### config.mk
export PLATFORM = sky130hd
export DESIGN_NAME = ncc_scan_ctrl
export DESIGN_NICKNAME = d
export VERILOG_FILES = /design/src/rtl/ncc_scan_ctrl.sv
export SDC_FILE = /design/constraint.sdc
export NUM_CORES = 1
export LEC_CHECK = 0
export ABC_AREA = 1
export BUFFER_PORTS_ARGS = -buffer_cell sky130_fd_sc_hd__clkbuf_2
export CORE_UTILIZATION = 31
export CTS_BUF_LIST = sky130_fd_sc_hd__clkbuf_8
export DETAILED_ROUTE_END_ITERATION = 6
export GPL_ROUTABILITY_DRIVEN = 0
export MAX_ROUTING_LAYER = met4
export PLACE_DENSITY_LB_ADDON = 0.08
export SYNTH_ARGS = -nofsm -noshare
export SYNTH_HDL_FRONTEND = slang
export SYNTH_SLANG_ARGS = --single-unit
### constraint.sdc
create_clock -name clk -period 2.1 [get_ports clk]
set_input_delay 0.21 -clock clk [delete_from_list [all_inputs] [get_ports clk]]
set_output_delay 0.21 -clock clk [all_outputs]
set_load 0.03 [all_outputs]
### src/rtl/ncc_scan_ctrl.sv
// rtl/ncc_scan_ctrl.sv - descriptor load / window prime / scan sequencer for the NCC PE grid
// Tags each match position with (x,y) and re-emits it PE_LAT cycles after its column accept.
module ncc_scan_ctrl #(
    parameter int DESC_DIM     = 16,
    parameter int PIX_PER_WORD = 4,
    parameter int WIN_W        = 640,
    parameter int WIN_H        = 640,
    parameter int PE_LAT       = 16,
    localparam int NGRP        = DESC_DIM / PIX_PER_WORD,
    localparam int ROW_W       = (DESC_DIM > 1) ? $clog2(DESC_DIM) : 1,
    localparam int GRP_W       = (NGRP > 1) ? $clog2(NGRP) : 1,
    localparam int SX_W        = (WIN_W > 1) ? $clog2(WIN_W) : 1,
    localparam int SY_W        = (WIN_H > 1) ? $clog2(WIN_H) : 1
) (
    input  logic             clk,
    input  logic             rst_n,
    input  logic             start,
    input  logic             abort,
    input  logic             desc_valid,
    output logic             desc_ready,
    output logic [ROW_W-1:0] desc_row,
    output logic [GRP_W-1:0] desc_grp,
    output logic             desc_load_en,
    input  logic             win_valid,
    output logic             win_ready,
    output logic             pe_shift_en,
    output logic             score_valid,
    output logic [SX_W-1:0]  score_x,
    output logic [SY_W-1:0]  score_y,
    output logic             busy,
    output logic             done
);

    localparam int XMAX = WIN_W - DESC_DIM;
    localparam int YMAX = WIN_H - DESC_DIM;
    localparam int XC_W = (XMAX > 0) ? $clog2(XMAX + 1) : 1;
    localparam int YC_W = (YMAX > 0) ? $clog2(YMAX + 1) : 1;

    typedef enum logic [2:0] {
        S_IDLE,
        S_DESC_LOAD,
        S_WIN_FILL,
        S_SCAN,
        S_DRAIN,
        S_DONE
    } state_t;

    state_t            r_state;
    state_t            w_state_nxt;
    logic [ROW_W-1:0]  r_row;
    logic [GRP_W-1:0]  r_grp;
    logic [ROW_W-1:0]  r_fill;
    logic [XC_W-1:0]   r_x;
    logic [YC_W-1:0]   r_y;

    logic [PE_LAT-1:0] r_pv;
    logic [SX_W-1:0]   r_px [PE_LAT];
    logic [SY_W-1:0]   r_py [PE_LAT];
    logic [PE_LAT-1:0] w_pv_head;

    logic              w_desc_last;
    logic              w_fill_last;
    logic              w_scan_row_end;
    logic              w_y_last;
    logic              w_pipe_busy;
    logic              w_push;
    logic [SX_W-1:0]   w_push_x;
    logic [SY_W-1:0]   w_push_y;

    assign w_desc_last    = (r_row == ROW_W'(DESC_DIM - 1)) && (r_grp == GRP_W'(NGRP - 1));
    assign w_fill_last    = (r_fill == ROW_W'(DESC_DIM - 1));
    assign w_scan_row_end = (r_x == XC_W'(XMAX - 1));
    assign w_y_last       = (r_y == YC_W'(YMAX));

    // The oldest stage is leaving this cycle, so only younger stages keep DRAIN waiting.
    assign w_pv_head   = r_pv << 1;
    assign w_pipe_busy = |w_pv_head;

    assign desc_load_en = desc_valid & desc_ready;
    assign pe_shift_en  = win_valid & win_ready;
    assign desc_row     = (r_state == S_DESC_LOAD) ? r_row : '0;
    assign desc_grp     = (r_state == S_DESC_LOAD) ? r_grp : '0;

    assign score_valid = r_pv[PE_LAT-1];
    assign score_x     = r_px[PE_LAT-1];
    assign score_y     = r_py[PE_LAT-1];

    always_ff @(posedge clk or negedge rst_n) begin
        if (!rst_n) begin
            r_state <= S_IDLE;
        end else begin
            r_state <= w_state_nxt;
        end
    end

    always_comb begin
        w_state_nxt = r_state;
        desc_ready  = 1'b0;
        win_ready   = 1'b0;
        done        = 1'b0;
        busy        = (r_state != S_IDLE);
        w_push      = 1'b0;
        w_push_x    = '0;
        w_push_y    = SY_W'(r_y);
        case (r_state)
            S_IDLE: begin
                if (start) w_state_nxt = S_DESC_LOAD;
            end
            S_DESC_LOAD: begin
                desc_ready = 1'b1;
                if (desc_valid && w_desc_last) w_state_nxt = S_WIN_FILL;
            end
            S_WIN_FILL: begin
                win_ready = 1'b1;
                if (win_valid && w_fill_last) begin
                    w_push = 1'b1;
                    if (XMAX != 0)    w_state_nxt = S_SCAN;
                    else if (w_y_last) w_state_nxt = S_DRAIN;
                end
            end
            S_SCAN: begin
                win_ready = 1'b1;
                if (win_valid) begin
                    w_push   = 1'b1;
                    w_push_x = SX_W'(r_x) + SX_W'(1);
                    if (w_scan_row_end) w_state_nxt = w_y_last ? S_DRAIN : S_WIN_FILL;
                end
            end
            S_DRAIN: begin
                if (!w_pipe_busy) w_state_nxt = S_DONE;
            end
            S_DONE: begin
                done        = 1'b1;
                w_state_nxt = S_IDLE;
            end
            default: w_state_nxt = S_IDLE;
        endcase
        if (abort) begin
            w_state_nxt = S_IDLE;
            w_push      = 1'b0;
        end
    end

    always_ff @(posedge clk or negedge rst_n) begin
        if (!rst_n) begin
            r_row  <= '0;
            r_grp  <= '0;
            r_fill <= '0;
            r_x    <= '0;
            r_y    <= '0;
        end else if (abort || (r_state == S_IDLE && start)) begin
            r_row  <= '0;
            r_grp  <= '0;
            r_fill <= '0;
            r_x    <= '0;
            r_y    <= '0;
        end else begin
            case (r_state)
                S_DESC_LOAD: begin
                    if (desc_valid && !w_desc_last) begin
                        if (r_grp == GRP_W'(NGRP - 1)) begin
                            r_grp <= '0;
                            r_row <= r_row + ROW_W'(1);
                        end else begin
                            r_grp <= r_grp + GRP_W'(1);
                        end
                    end
                end
                S_WIN_FILL: begin
                    if (win_valid) begin
                        if (!w_fill_last) begin
                            r_fill <= r_fill + ROW_W'(1);
                        end else begin
                            r_fill <= '0;
                            if (XMAX == 0 && !w_y_last) r_y <= r_y + YC_W'(1);
                        end
                    end
                end
                S_SCAN: begin
                    if (win_valid) begin
                        if (!w_scan_row_end) begin
                            r_x <= r_x + XC_W'(1);
                        end else if (!w_y_last) begin
                            r_x    <= '0;
                            r_fill <= '0;
                            r_y    <= r_y + YC_W'(1);
                        end
                    end
                end
                default: ;
            endcase
        end
    end

    always_ff @(posedge clk or negedge rst_n) begin
        if (!rst_n) begin
            r_pv <= '0;
            for (int i = 0; i < PE_LAT; i++) begin
                r_px[i] <= '0;
                r_py[i] <= '0;
            end
        end else begin
            r_pv    <= abort ? '0 : ((r_pv << 1) | PE_LAT'(w_push));
            r_px[0] <= w_push_x;
            r_py[0] <= w_push_y;
            for (int i = 1; i < PE_LAT; i++) begin
                r_px[i] <= r_px[i-1];
                r_py[i] <= r_py[i-1];
            end
        end
    end

endmodule

==> out/results.ini, run 1 <==
[clock_network]
clk_pin_slew_ns=0.06
insertion_delay_ns=0.58
cts_max_level=2
cts.sinks=369
cts-buffers-inserted=60
root_buffer=clkbuf_8
cts_buffer_depth=3
cts_tree=done

[routing]
drc_errors=0
antenna_left=0
routed_wl_um=14600
first_pass_iters=4
top_layer_used=met4
wl_met3_um=968
via_count=5254
wl_per_cell_um=11.0
met1Wirelength_um=6290
drt_iter0_drc=266
routed_via_density=3.95
wl_met2_um=6880

[floorplanning]
core_mm2=0.0348
ios=39
start_util_pct=31.7
die_x_um=191
die_area_mm2=0.0363
dieHeight_um=191
rows=68

[sta]
skew_ns=0.0183
worst_slew_pin_slew_ns=0.585
setup_viol=0
min_period_over_period_pct=91.5
drv_slew=0
rsz0062_at_grt=no
fmax_mhz=520
fin_tns_setup_ns=0
hold_violations=0
whs_ns=0.226
slew_headroom_pct=61.0
period_needed_ns=1.92

[synthesis]
muxShareOfSynthArea_pct=0
synth_nets=752
syn_area_per_cell_um2=14.9
synth_common_cells=dfrtp_1 (369), nand2_1 (124), nor2_1 (70)
post-synth-top-area-fraction_pct=83.7
synthAdderAreaFrac_pct=0.681
synth_largest_area_cell=dfrtp_1
ys_warn_count=0
ys_ff_latch=369
ys_async_sr_fraction_pct=100
synth_compound_area_share_pct=1.11
yosysUniqueCellTypes=31
yosys_most_used_dff=dfrtp_1
synth_edf_count=0
netlist_top_cells_area=dfrtp_1 (84%), nand2_1 (4.2%), nor2_1 (2.4%), inv_1 (1.9%), nand3_1 (1.4%)
yosys.area_share.xor_xnor_pct=0.794
synth.cell_area_mm2=0.0110
yosys.cell_count.top_type=dfrtp_1
synth-seq-area-share_pct=83.7
synthSimpleGateAreaFrac_pct=9.87
synth_cells=740
synth_top_family_by_area=simple AND/OR/NAND/NOR gates

[critical_path]
cp_cell_sequence=clkinv_1 -> nor3_1 -> clkbuf_2
path_class=reg2out
path_max_fanout=8
crit_family=buffers and inverters
slowest_delay_ns=0.36
cp.arrival_ns=1.71
worst_setup_path_end_kind=primary output
cp_num_buf_inv=2
critPathRequiredTime_ns=1.89
start_kind=flip-flop
slowest_stage=dfrtp_1

[global_routing]
grt_max_degree=72
first_global_vias=5669
overflow=0
grt_pass1_wl_um=26600
grt_util_all_layers_pct=9.26
antenna_found_initial=0

[finish]
seqCellArea_mm2=0.00923
finalNonFillerCells=1329
nets=840
area_growth_pct=18.3
layout-drive-gt1-share_pct=17.6
multi_input_area_mm2=0.00138
final_area_mm2=0.0130
nFillCells=3293
antennaDiodeCount=0
utilization_pct=37.5

[pwr]
cellInternalPower_mw=11.4
static-leakage-power_nw=6.91
p_per_area_mw_per_mm2=1140
p_comb_share_pct=6.3
swShare_pct=23.1
max-vdd-ir-drop_v=0.000602
p_sw_mw=3.43
p_clk_share_pct=41.6
seq_power_share_pct=52.1

[place]
dp_hpwl_um=8370
place_area_mm2=0.0117
dp_cells=1217
io_buffers=38

[job]
cap_viol_max_count=0

[run_status]
status=finished, final reports clean

[worst_hold_path]
worstHoldPathType=in2async

## worst register-to-register path, cell delays in order, from the launching register on
cell and delay [ns]:
dfrtp_1 0.44, inv_1 0.09, ha_1 0.14, nand2_1 0.05, inv_1 0.05, nand3_1 0.05, nor2_1 0.28, nand2_1 0.14
nand3_1 0.21, nand2_1 0.14, nand2_1 0.10, nand2_1 0.06
## placed cells by master, fill, tap and decap left out, drive strengths merged, types with 4 or more instances in the layout
cell,synthesis,final
nand4,4,4
ha,6,6
clkbuf,0,113
nor2,74,74
clkinv,2,9
a21oi,6,6
xor2,5,5
o21ai,8,8
nand3,34,34
dlygate4sd3,0,4
nand2,129,129
inv,59,81
xnor2,5,5
buf,26,11
nor3,4,4
dfrtp,369,369
## cell type report
class,count,share of cell area [%]
clock buffer,76,8.02
clock inverter,32,1.59
inverter,61,1.79
multi-input combinational,284,10.6
sequential,369,70.8
tap,455,4.37
timing repair buffer,52,2.80
## state kept, by name, indices dropped and copies added (netlist names), 4 cells and up
name,count
r_fill,4
r_py,150
r_row,4
r_pv,16
r_y,10
score_x,10
score_y,10
r_x,10
r_px,150
## per-stage QoR
step | setup WS, ns | power [mW]
floorplan | 0.469 | 8.44
global placement | 0.371 | 8.75
detailed placement | 0.236 | 8.78
CTS | 0.0890 | 15.2
global route | 0.0127 | 15.7
finish | 0.178 | 14.8
## metal layers
layer,track usage (%),vias to the layer above
li1,-,2450
met1,10.8,2646
met2,14.2,122
met3,3.29,36
met4,4.55,0
met5,-,-
## final timing paths
kind / start / end / slack, ns / cells past startpoint
min in group clk: start / r_fill[0] / 0.26 / 6
worst max register to register: r_y[0] / r_fill[3] / 0.25 / 11
max in group asynchronous: rst_n / r_py[72] / 1.11 / 3
worst max-delay path: r_state[2] / done / 0.18 / 3
worst min-delay path: rst_n / r_py[85] / 0.23 / 2
worst min register to register: r_py[38] / r_py[28] / 0.34 / 0
## what timing repair did
action,CTS,global route
hold endpoints to repair,68,0
setup endpoints to repair,0,2
buffers inserted,0,0
hold buffers,4,0
gates resized for setup,0,2
## logic make-up (layout without fill, tap and decap cells)
group,Yosys count,in the layout
buf+inv,87,221
flops,369,369
xor+xnor,10,10
fa+ha+maj,6,6
simple gates,250,250
compound gates,18,18
## power groups by stage
stage / logic [mW] / clock network (mW) / registers [mW]
after floorplan: 0.657 / 0 / 7.78
after global placement: 0.923 / 0 / 7.82
after detailed placement: 0.940 / 0 / 7.84
after CTS: 0.948 / 6.49 / 7.71
after global routing: 1.07 / 6.84 / 7.77
final: 0.937 / 6.17 / 7.71
(Power assumes the default switching activity.)
==> run 2, diff against run 1 <==
--- a/config.mk
+++ b/config.mk
@@ -13,6 +13,7 @@
 export GPL_ROUTABILITY_DRIVEN = 0
 export MAX_ROUTING_LAYER = met4
 export PLACE_DENSITY_LB_ADDON = 0.08
+export REMOVE_ABC_BUFFERS = 1
 export SYNTH_ARGS = -nofsm -noshare
 export SYNTH_HDL_FRONTEND = slang
 export SYNTH_SLANG_ARGS = --single-unit
==> run 2 against run 1 <==
First-iteration DRC count shrank 4.5%. Clock power fell by 5.3%. Critical path depth rose by 1. Utilization decreased by 0.21 points.
==> out/results.ini, run 2 (synthesis gave the netlist of run 1 again) <==
[finish]
layout-drive-gt1-share_pct=17.6  ; -0.034 points
area_growth_pct=17.6
finalNonFillerCells=1325  ; -0.30%
layout_commonest_cell=dfrtp_1
antennaDiodeCount=0  ; unchanged
final_area_mm2=0.0130  ; -0.56%
reg_top3=r_px (150), r_py (150), r_pv (16)
nets=836  ; -0.48%
final_cell_mix=dfrtp_1 (369), nand2_1 (124), inv_1 (77), clkbuf_8 (76), nor2_1 (70)
nFillCells=3287  ; -0.18%

[critical_path]
cp-startpoint=r_state[2]
worst_setup_path_end_kind=primary output
critPathRequiredTime_ns=1.89  ; about the same
cp.arrival_ns=1.75  ; +0.04 ns
cp_cell_sequence=clkinv_1 -> nand2_1 -> nor2_1 -> clkbuf_2
path_class=reg2out
start_kind=flip-flop
rr_worst_depth=11  ; unchanged
path_max_fanout=8  ; unchanged
slowest_delay_ns=0.40  ; +0.04 ns
endpoint=pe_shift_en
slowest_stage=dfrtp_1
r2r-start=r_y[0]
rr_endpoint=r_fill[3]
rrSetupSlack_ns=0.21  ; -0.04 ns

[worst_hold_path]
worstHoldPathType=in2reg
hold_start=desc_valid

[pwr]
static-leakage-power_nw=6.88  ; -0.53%
p_per_area_mw_per_mm2=1120  ; -1.6%
total_power_mw=14.5  ; -2.2%
max-vdd-ir-drop_v=0.000458  ; -24%

[place]
place_area_mm2=0.0118  ; +0.15%
dp_cells=1216  ; -0.082%
preCtsSetupSlack_ns=0.232  ; -0.00331 ns
io_buffers=38  ; unchanged
dp_hpwl_um=8420  ; +0.54%

[global_routing]
grt_util_all_layers_pct=8.89  ; -0.36 points
first_global_vias=5729  ; +1.1%
antenna_found_initial=0  ; unchanged
grt_max_degree=63  ; -13%
grt_pass1_wl_um=25700  ; -3.3%
overflow=0  ; unchanged

[routing]
antenna_left=0  ; unchanged
drt_iter0_drc=254  ; -4.5%
routed_wl_um=14700  ; +1.0%
first_pass_iters=4  ; unchanged
wl_per_cell_um=11.1  ; +1.3%
routed_via_density=4.01  ; +1.4%
via_count=5309  ; +1.0%
drc_errors=0  ; unchanged

[sta]
setup_viol=0  ; unchanged
worst_slew_pin_slew_ns=0.510  ; -0.0748 ns
rsz0062_at_grt=no
hold_violations=0  ; unchanged
fin_ws_ns=0.145  ; -0.0330 ns
fmax_mhz=511  ; -1.7%
slew_headroom_pct=66.0  ; +5.0 points
skew_ns=0.0233  ; +0.00497 ns
drv_slew=0  ; unchanged
fin_tns_setup_ns=0  ; unchanged
period_needed_ns=1.96  ; +0.0330 ns
min_period_over_period_pct=93.1  ; +1.6 points

[clock_network]
cts_setup_buffers=0  ; unchanged
root_buffer=clkbuf_8
cts_buffer_depth=3  ; unchanged
cts.sinks=369  ; unchanged
cts-buffers-inserted=59  ; -1.7%
cts_tree=done
insertion_delay_ns=0.59  ; about the same
cts_max_level=2  ; unchanged
clk_pin_slew_ns=0.06  ; about the same
cts_resized=0  ; unchanged
cts_hold_buf=2  ; -2

[run_status]
status=finished, final reports clean

[floorplanning]
ios=39  ; unchanged
dieHeight_um=191  ; unchanged
start_util_pct=31.7  ; unchanged
die_area_mm2=0.0363  ; unchanged
rows=68  ; unchanged
die_x_um=191  ; unchanged
core_mm2=0.0348  ; unchanged

[job]
cap_viol_max_count=0  ; unchanged

==> run 2: per-stage QoR <==
step	utilization [%]	hold slack, ns
finish	37.3	0.0665
global route	37.3	0.0468
CTS	37.3	0.0116
detailed placement	33.8	0.207
global placement	33.8	0.196
floorplan	-	-0.0856
==> run 2: report_power, final <==
part | internal [mW] | switching (mW) | leakage (nW)
sequential | 7.53 | 0.185 | 5.13
clock | 3.25 | 2.60 | 0.701
combinational | 0.259 | 0.677 | 1.05
==> run 2: per-layer routing <==
layer / vias up / wire length, µm / GRT usage, %
li1: 2444 / - / -
met1: 2699 / 6300 / 10.2
met2: 123 / 7080 / 13.8
met3: 43 / 883 / 2.83
met4: 0 / 448 / 4.89
met5: - / 0 / -
==> run 2: worst min path at each step <==
stage            endpoint  cells after the start
2_1_floorplan   r_fill[0]                      0
3_3_place_gp   score_y[3]                      1
3_5_place_dp   score_y[3]                      1
4_1_cts          r_grp[0]                      5
5_1_grt          r_grp[0]                      5
6_report         r_grp[0]                      5
==> run 2: layout make-up <==
class / count / area, µm² / area share, %
Clock buffer: 76 / 1050 / 8.07
Clock inverter: 31 / 148 / 1.14
Multi-Input combinational cell: 284 / 1370 / 10.6
Sequential cell: 369 / 9230 / 71.2
Timing Repair Buffer: 49 / 363 / 2.80
Inverter: 61 / 234 / 1.80
Tap cell: 455 / 569 / 4.39
==> run 2: critical path: cells and delay by family (launching register included) <==
kind	cells	cell delay, ns
flip-flops	1	0.40
AND/OR/NAND/NOR	2	0.35
buffers and inverters	2	0.42
